[src/rtl/task2_pkg.sv]
// rtl/task2_pkg.sv - shared types and constants for the task2 bit-serial adder
//
// Purpose : holds the controller state encoding and the default operand width.
// Contents: DEFAULT_WIDTH - default operand/result width
//           state_t       - IDLE / RUN / DONE controller states
package task2_pkg;

  localparam int DEFAULT_WIDTH = 4;

  typedef enum logic [1:0] {
    IDLE = 2'd0,
    RUN  = 2'd1,
    DONE = 2'd2
  } state_t;

endpackage

[src/rtl/task2_full_adder.sv]
// rtl/task2_full_adder.sv - single combinational full-adder slice
//
// Purpose : one bit of addition, reused every cycle by the serial adder.
// Ports   : a, b, cin - operand bits and carry in
//           s         - sum bit
//           cout      - carry out (majority of a, b, cin)
module full_adder (
  input  logic a,
  input  logic b,
  input  logic cin,
  output logic s,
  output logic cout
);

  assign s    = a ^ b ^ cin;
  assign cout = (a & b) | (a & cin) | (b & cin);

endmodule

[src/rtl/task2.sv]
// rtl/task2.sv - bit-serial adder, one bit per clock, LSB first
//
// Purpose : adds two WIDTH-bit unsigned operands through a single full-adder
//           slice; the result appears on sum only once all bits are done.
// Ports   : clk   - rising-edge clock
//           rst_n - synchronous active-low reset
//           load  - capture A and B into the operand registers (not in RUN)
//           start - begin an addition of the operand registers (not in RUN)
//           A, B  - unsigned operands
//           sum   - registered (A+B) mod 2^WIDTH
//           done  - high while sum holds a completed result
module task2
  import task2_pkg::*;
#(
  parameter int WIDTH = DEFAULT_WIDTH
) (
  input  logic             clk,
  input  logic             rst_n,
  input  logic             load,
  input  logic             start,
  input  logic [WIDTH-1:0] A,
  input  logic [WIDTH-1:0] B,
  output logic [WIDTH-1:0] sum,
  output logic             done
);

  localparam int CW = $clog2(WIDTH) + 1;

  state_t           state;
  state_t           state_nxt;
  logic [WIDTH-1:0] opa;
  logic [WIDTH-1:0] opb;
  logic [WIDTH-1:0] acc;
  logic [WIDTH-1:0] acc_nxt;
  logic             carry;
  logic [CW-1:0]    cnt;
  logic             fa_s;
  logic             fa_c;
  logic             last;
  logic             idle_like;

  assign idle_like = (state == IDLE) || (state == DONE);
  assign last      = (cnt == CW'(WIDTH - 1));

  full_adder u_fa (
    .a    (opa[0]),
    .b    (opb[0]),
    .cin  (carry),
    .s    (fa_s),
    .cout (fa_c)
  );

  // Result bit i lands at position cnt; the whole word is taken from acc_nxt
  // on the final bit so the MSB is included without an extra cycle.
  always_comb begin
    acc_nxt      = acc;
    acc_nxt[cnt] = fa_s;
  end

  always_ff @(posedge clk) begin
    if (!rst_n) begin
      state <= IDLE;
    end else begin
      state <= state_nxt;
    end
  end

  always_comb begin
    state_nxt = state;
    case (state)
      IDLE, DONE: if (start) state_nxt = RUN;
      RUN:        if (last)  state_nxt = DONE;
      default:    state_nxt = IDLE;
    endcase
  end

  always_ff @(posedge clk) begin
    if (!rst_n) begin
      opa   <= '0;
      opb   <= '0;
      acc   <= '0;
      carry <= 1'b0;
      cnt   <= '0;
      sum   <= '0;
      done  <= 1'b0;
    end else if (idle_like) begin
      // A load on the start edge is what the new addition uses.
      if (load) begin
        opa <= A;
        opb <= B;
      end
      if (start) begin
        carry <= 1'b0;
        cnt   <= '0;
        done  <= 1'b0;
      end
    end else if (state == RUN) begin
      // Operands rotate rather than shift, so after WIDTH steps they are
      // back in place and a repeated start re-adds the same values.
      opa   <= {opa[0], opa[WIDTH-1:1]};
      opb   <= {opb[0], opb[WIDTH-1:1]};
      acc   <= acc_nxt;
      carry <= fa_c;
      cnt   <= cnt + 1'b1;
      if (last) begin
        sum  <= acc_nxt;
        done <= 1'b1;
      end
    end
  end

endmodule

[config.mk]
export PLATFORM = sky130hd
export DESIGN_NAME = task2
export DESIGN_NICKNAME = d
export VERILOG_FILES = /design/src/rtl/task2_pkg.sv /design/src/rtl/task2_full_adder.sv /design/src/rtl/task2.sv
export SDC_FILE = /design/constraint.sdc
export NUM_CORES = 1
export LEC_CHECK = 0
export ABC_AREA = 1
export CELL_PAD_IN_SITES_DETAIL_PLACEMENT = 2
export CELL_PAD_IN_SITES_GLOBAL_PLACEMENT = 2
export CORE_UTILIZATION = 33
export CTS_CLUSTER_DIAMETER = 50
export DETAILED_ROUTE_END_ITERATION = 10
export DONT_BUFFER_PORTS = 1
export GPL_TIMING_DRIVEN = 0
export PLACE_DENSITY = 0.74
export SYNTH_ARGS = -nofsm -noshare
export SYNTH_HDL_FRONTEND = slang
export SYNTH_SLANG_ARGS = --single-unit
[constraint.sdc]
create_clock -name clk -period 1.8 [get_ports clk]
set_clock_uncertainty 0.05 [all_clocks]
set_input_delay 0.27 -clock clk [delete_from_list [all_inputs] [get_ports clk]]
set_output_delay 0.27 -clock clk [all_outputs]
set_load 0.02 [all_outputs]
==> metrics, run 1 <==
Post-DP HPWL 2.23 mm; io pins 17; cts bufs inserted 3; Fin. Hold Viols 0; total grt overflow 0; Seq/Total Area, Yosys 38.6%; slowest CP cell fa_1; area leader, netlist dfxtp_1; first-pass GRT wire length 5.01 mm; Final ANT Viol Nets 0; CTS max path bufs 2; drt pass-1 iters 2; Comb pwr share 17.8%; Die X-Extent 60.8 um; H-tree depth 1; clk slew on worst S/H paths 0.13 ns; syn_nets 184; max-slew violations 0; Post-CTS Repair Setup Buffers 0; drt total wl 2.97 mm; Clock Sink Count 22; critical setup path kind reg -> reg; drt drc 0; Worst-Margin Slew 0.502 ns; largest net degree at the start of global routing 14; die height 60.8 um; # resized after CTS 0; share of power burned in registers 47.5%; crit path time final 1.51 ns; crit-path leading delay family adder cells; final net count 190; total die area 0.00370 mm2; root buffer cell clkbuf_4; Fin Setup TNS 0 ns; status completed; crit path launch type flip-flop; Initial DRC Count 21; count of buffer and inverter cells on the critical path 2; initial core utilization 35.9%; fin crit share 83.6%; antenna violations before repair 0; P_sw 0.309 mW; LEAKAGE 0.600 nW; Tot GR Track Use 19.0%; Core Region 0.00318 mm2; PD cells 895 mW/mm2; Post-CTS Hold Buffers 1; most common cell after layout, fill and taps aside nand2_1; layout cells sized above 1 8.77%; unrepaired setup endpoints after global routing no; CTS tree yes; synthesis-to-layout area growth 10.3%; vias post-DR 1023; Int Power 0.818 mW; commonest non-fill, non-tap cells in the layout nand2_1, nor2_1, dfxtp_1; Max Clk Rate 664 MHz; port bufs 0; later-pin clock latency in the skew report 0.32 ns; total of warnings raised by yosys 0; top cells by area, synth dfxtp_1, nand2_1, nor2_1; Synth cell types 18; Post-Syn Area per Cell 6.88 um2; share of total power in the clock network 34.6%; Critical Path Fanout Max 4; WP data arrival 1.68 ns; slowest stage delay, CP 0.54 ns; vias in the first global route 1082; Synth top area share 38.6%; via/cell ratio 4.76; Inst Count DP 210; routed length per instance 13.8 um; crit end category flip-flop; flops & latches, synth 22; Relative slew margins 66.5%; Post-Syn Area 0.00114 mm2; Worst VDD drop 0.000321 V; Sw Ratio 27.4%; critical path, cell by cell inv_1 > fa_1 > inv_1 > nand3_1 > nand2_1 > nor2_1 > nor2_1; final setup fails 0; max-cap violation count 0; GPL Wtd Cong 0.743; HP Class in -> reg; ANT cells 0; Finished Layout Cells 215; CP Data Required Time 1.98 ns; row count 20; Mapped Cells 166
synthesized netlist by cell type:
library cell   n
a21oi_1        7
buf_2          1
buf_6          3
clkbuf_1       1
dfxtp_1       22
fa_1           1
ha_1           5
inv_1         16
inv_2          3
inv_4          1
nand2_1       51
nand2_4        2
nand3_1        8
nand3_2        1
nand3b_1       7
nor2_1        30
o21ai_0        5
o21ai_1        2
final timing paths:
kind,from,slack [ns],cells after the start,end
worst max-delay path,carry,0.29,7,acc[2]
worst min-delay path,rst_n,0.03,2,acc[1]
worst max register to register,carry,0.29,7,acc[2]
worst min register to register,cnt[2],0.45,2,cnt[2]
flip-flops by register name (all words and copies together), names as in the netlist:
register and flops:
opa 4, opb 4, sum 4, acc 3, cnt 3, state 2
carry 1, done 1
through the flow:
stage	area, um2	util, %	total power [mW]	worst slack (ns)	hold slack (ns)
after floorplan	1140	-	0.697	0.457	0.346
after global placement	1200	37.7	0.737	0.362	0.353
after detailed placement	1200	37.7	0.748	0.306	0.363
after CTS	1260	39.6	1.16	0.284	0.0148
after global routing	1260	39.6	1.20	0.192	0.00195
final	1260	39.6	1.13	0.295	0.0311
power groups by stage:
stage	Clock [mW]	Combinational, mW	Sequential (mW)
3_5_place_dp	0	0.202	0.546
2_1_floorplan	0	0.156	0.541
5_1_grt	0.423	0.233	0.539
4_1_cts	0.413	0.208	0.536
3_3_place_gp	0	0.193	0.544
6_report	0.390	0.201	0.536
cell type report:
cell class | instances | area (um2)
Fill cell | 413 | 1920
Multi-Input combinational cell | 119 | 582
Sequential cell | 22 | 440
Inverter | 20 | 77.6
Tap cell | 44 | 55.1
Buffer | 5 | 42.5
Clock inverter | 1 | 30.0
Clock buffer | 3 | 22.5
Timing Repair Buffer | 1 | 10.0
cells by family after synthesis:
group	share of synthesized area, %
AOI/OAI and AO/OA	6.13
DFF	38.6
and+or+nand+nor	37.6
adders and majority gates	7.23
buffers and inverters	10.5
metal layers:
metal,track usage (%),vias up,wire (um)
li1,-,521,-
met1,25.0,484,1420
met2,31.9,14,1440
met3,2.56,4,86
met4,6.82,0,27
met5,0,-,0
worst register-to-register path: stages (launching register included):
cell and delay [ns]:
dfxtp_1 0.36, inv_1 0.07, fa_1 0.54, inv_1 0.07, nand3_1 0.10, nand2_1 0.09, nor2_1 0.10, nor2_1 0.04
Note: power is estimated with default switching activity, not from simulation.
==> inputs of run 2 (changes only) <==
- clock period: 1.8 -> 1.4 ns (I/O delays scaled with it)
==> run 2 against run 1 <==
Compared with the run above: the flow now finishes with violations (negative setup slack); maximum frequency increased by 3.4%; total power increased by 32%; first-iteration DRC count increased by 52%; register-to-register slack got worse by 0.35 ns; count of clock-buffer cells in the layout unchanged; critical path depth unchanged; clock power increased by 30%; via count increased by 2.7%; critical endpoint unchanged; largest cell class unchanged; highest routed layer unchanged.
==> metrics, run 2 (synthesized netlist as in run 1, its figures left out) <==
synthesis-to-layout area growth 15.9%; later-pin clock latency in the skew report 0.31 ns (about the same); Clock Sink Count 22 (unchanged); Post-DP HPWL 2.23 mm (unchanged); design area 0.00132 mm2 (+5.1%); root buffer cell clkbuf_4; fin crit share 104% (+20 points); drt drc 0 (unchanged); failing checks negative setup slack; CTS max path bufs 2 (unchanged); critical setup path kind reg -> reg; die height 60.8 um (unchanged); io pins 17 (unchanged); commonest non-fill, non-tap cells in the layout nand2_1, nor2_1, dfxtp_1; slowest stage delay, CP 0.55 ns (about the same); Die X-Extent 60.8 um (unchanged); most common cell after layout, fill and taps aside nand2_1; routed length per instance 14.8 um (+7.2%); Initial DRC Count 32 (+52%); crit end category flip-flop; Relative slew margins 65.0% (-1.5 points); biggest regs opa (4), opb (4), sum (4); WP data arrival 1.63 ns (-0.05 ns); ANT cells 0 (unchanged); CTS tree yes; Worst VDD drop 0.000436 V (+36%); Worst-Margin Slew 0.525 ns (+0.0222 ns); fin worst setup slack -0.0563 ns (-0.351 ns); PD cells 1130 mW/mm2 (+26%); max-cap violation count 0 (unchanged); cts bufs inserted 3 (unchanged); first-pass GRT wire length 5.31 mm (+5.9%); final setup fails 5 (+5); port bufs 0 (unchanged); initial core utilization 35.9% (unchanged); layout cells sized above 1 19.0% (+10 points); Max Clk Rate 687 MHz (+3.4%); unrepaired setup endpoints after global routing yes; max-slew violations 0 (unchanged); row count 20 (unchanged); H-tree depth 1 (unchanged); Post-DP Area 0.00120 mm2 (unchanged); clk slew on worst S/H paths 0.14 ns (about the same); Place WS -0.0935 ns (-0.400 ns); Final ANT Viol Nets 0 (unchanged); via/cell ratio 4.82 (+1.3%); drt pass-1 iters 4 (+2); Core Region 0.00318 mm2 (unchanged); critical path, cell by cell inv_2 > fa_1 > inv_2 > nand3_2 > nand2_2 > nor2_2 > nor2_1; LEAKAGE 0.619 nW (+3.3%); slowest CP cell fa_1; Tot GR Track Use 20.3% (+1.2 points); total die area 0.00370 mm2 (unchanged); Critical Path Fanout Max 4 (unchanged); vias in the first global route 1109 (+2.5%); drt total wl 3.23 mm (+8.7%); HP Class in -> reg; CP Data Required Time 1.58 ns (-0.40 ns); crit path time final 1.46 ns (-0.0491 ns); GPL Wtd Cong 0.743 (unchanged); final net count 193 (+1.6%); antenna violations before repair 0 (unchanged); largest net degree at the start of global routing 14 (unchanged); status complete, but fails checks; Fin. Hold Viols 0 (unchanged); Tot Pwr 1.49 mW (+32%); vias post-DR 1051 (+2.7%); total grt overflow 0 (unchanged); most used cell, CP inv_2; crit path launch type flip-flop; Filler Cell Count 401 (-2.9%)
[run 2: layer usage]
layer	track usage, %	wire [um]	vias up
li1	-	-	527
met1	26.2	1520	510
met2	35.3	1630	12
met3	2.56	65	2
met4	5.84	15	0
met5	0	0	-
[run 2: final timing paths]
| check | slack (ns) | depth (start not counted) | endpoint | startpoint |
|---|---|---|---|---|
| max | -0.06 | 7 | acc[2] | opa[0] |
| min | 0.06 | 4 | opa[0] | A[0] |
| max reg2reg | -0.06 | 7 | acc[2] | opa[0] |
| min reg2reg | 0.46 | 2 | cnt[2] | cnt[2] |
[run 2: metrics by stage]
step / TNS (ns) / hold WS (ns) / utilization [%] / cells
after CTS: -0.118 / 0.0434 / 41.1 / 218
final: -0.129 / 0.0556 / 41.7 / 218
after global placement: -0.217 / 0.293 / 37.7 / 210
after global routing: -0.421 / 0.0833 / 41.7 / 218
after detailed placement: -0.469 / 0.303 / 37.7 / 210
after floorplan: 0 / 0.286 / - / 166
[run 2: report_power, final]
part,internal [mW],switching (mW)
clock network,0.289,0.219
logic,0.108,0.184
registers,0.669,0.0224
[run 2: cell type report]
cell class | instances | area [um2] | share of cell area [%]
sequential | 22 | 445 | 33.6
buffer | 5 | 48.8 | 3.69
tap | 44 | 55.1 | 4.16
clock buffer | 3 | 22.5 | 1.70
clock inverter | 1 | 30.0 | 2.27
inverter | 20 | 77.6 | 5.86
timing repair buffer | 4 | 35.0 | 2.65
multi-input combinational | 119 | 609 | 46.0
[run 2: critical path: cells and delay by family (launching register included)]
family / cells / cell delay, ns
flops: 1 / 0.35
simple gates: 4 / 0.30
buf+inv: 2 / 0.11
fa+ha+maj: 1 / 0.55
[run 2: timing repair]
item,4_1_cts,5_1_grt
setup buffers,2,0
setup endpoints to repair,7,9
gates resized for setup,11,8
hold buffers,2,0
pin swaps,5,1
hold endpoints to repair,7,0
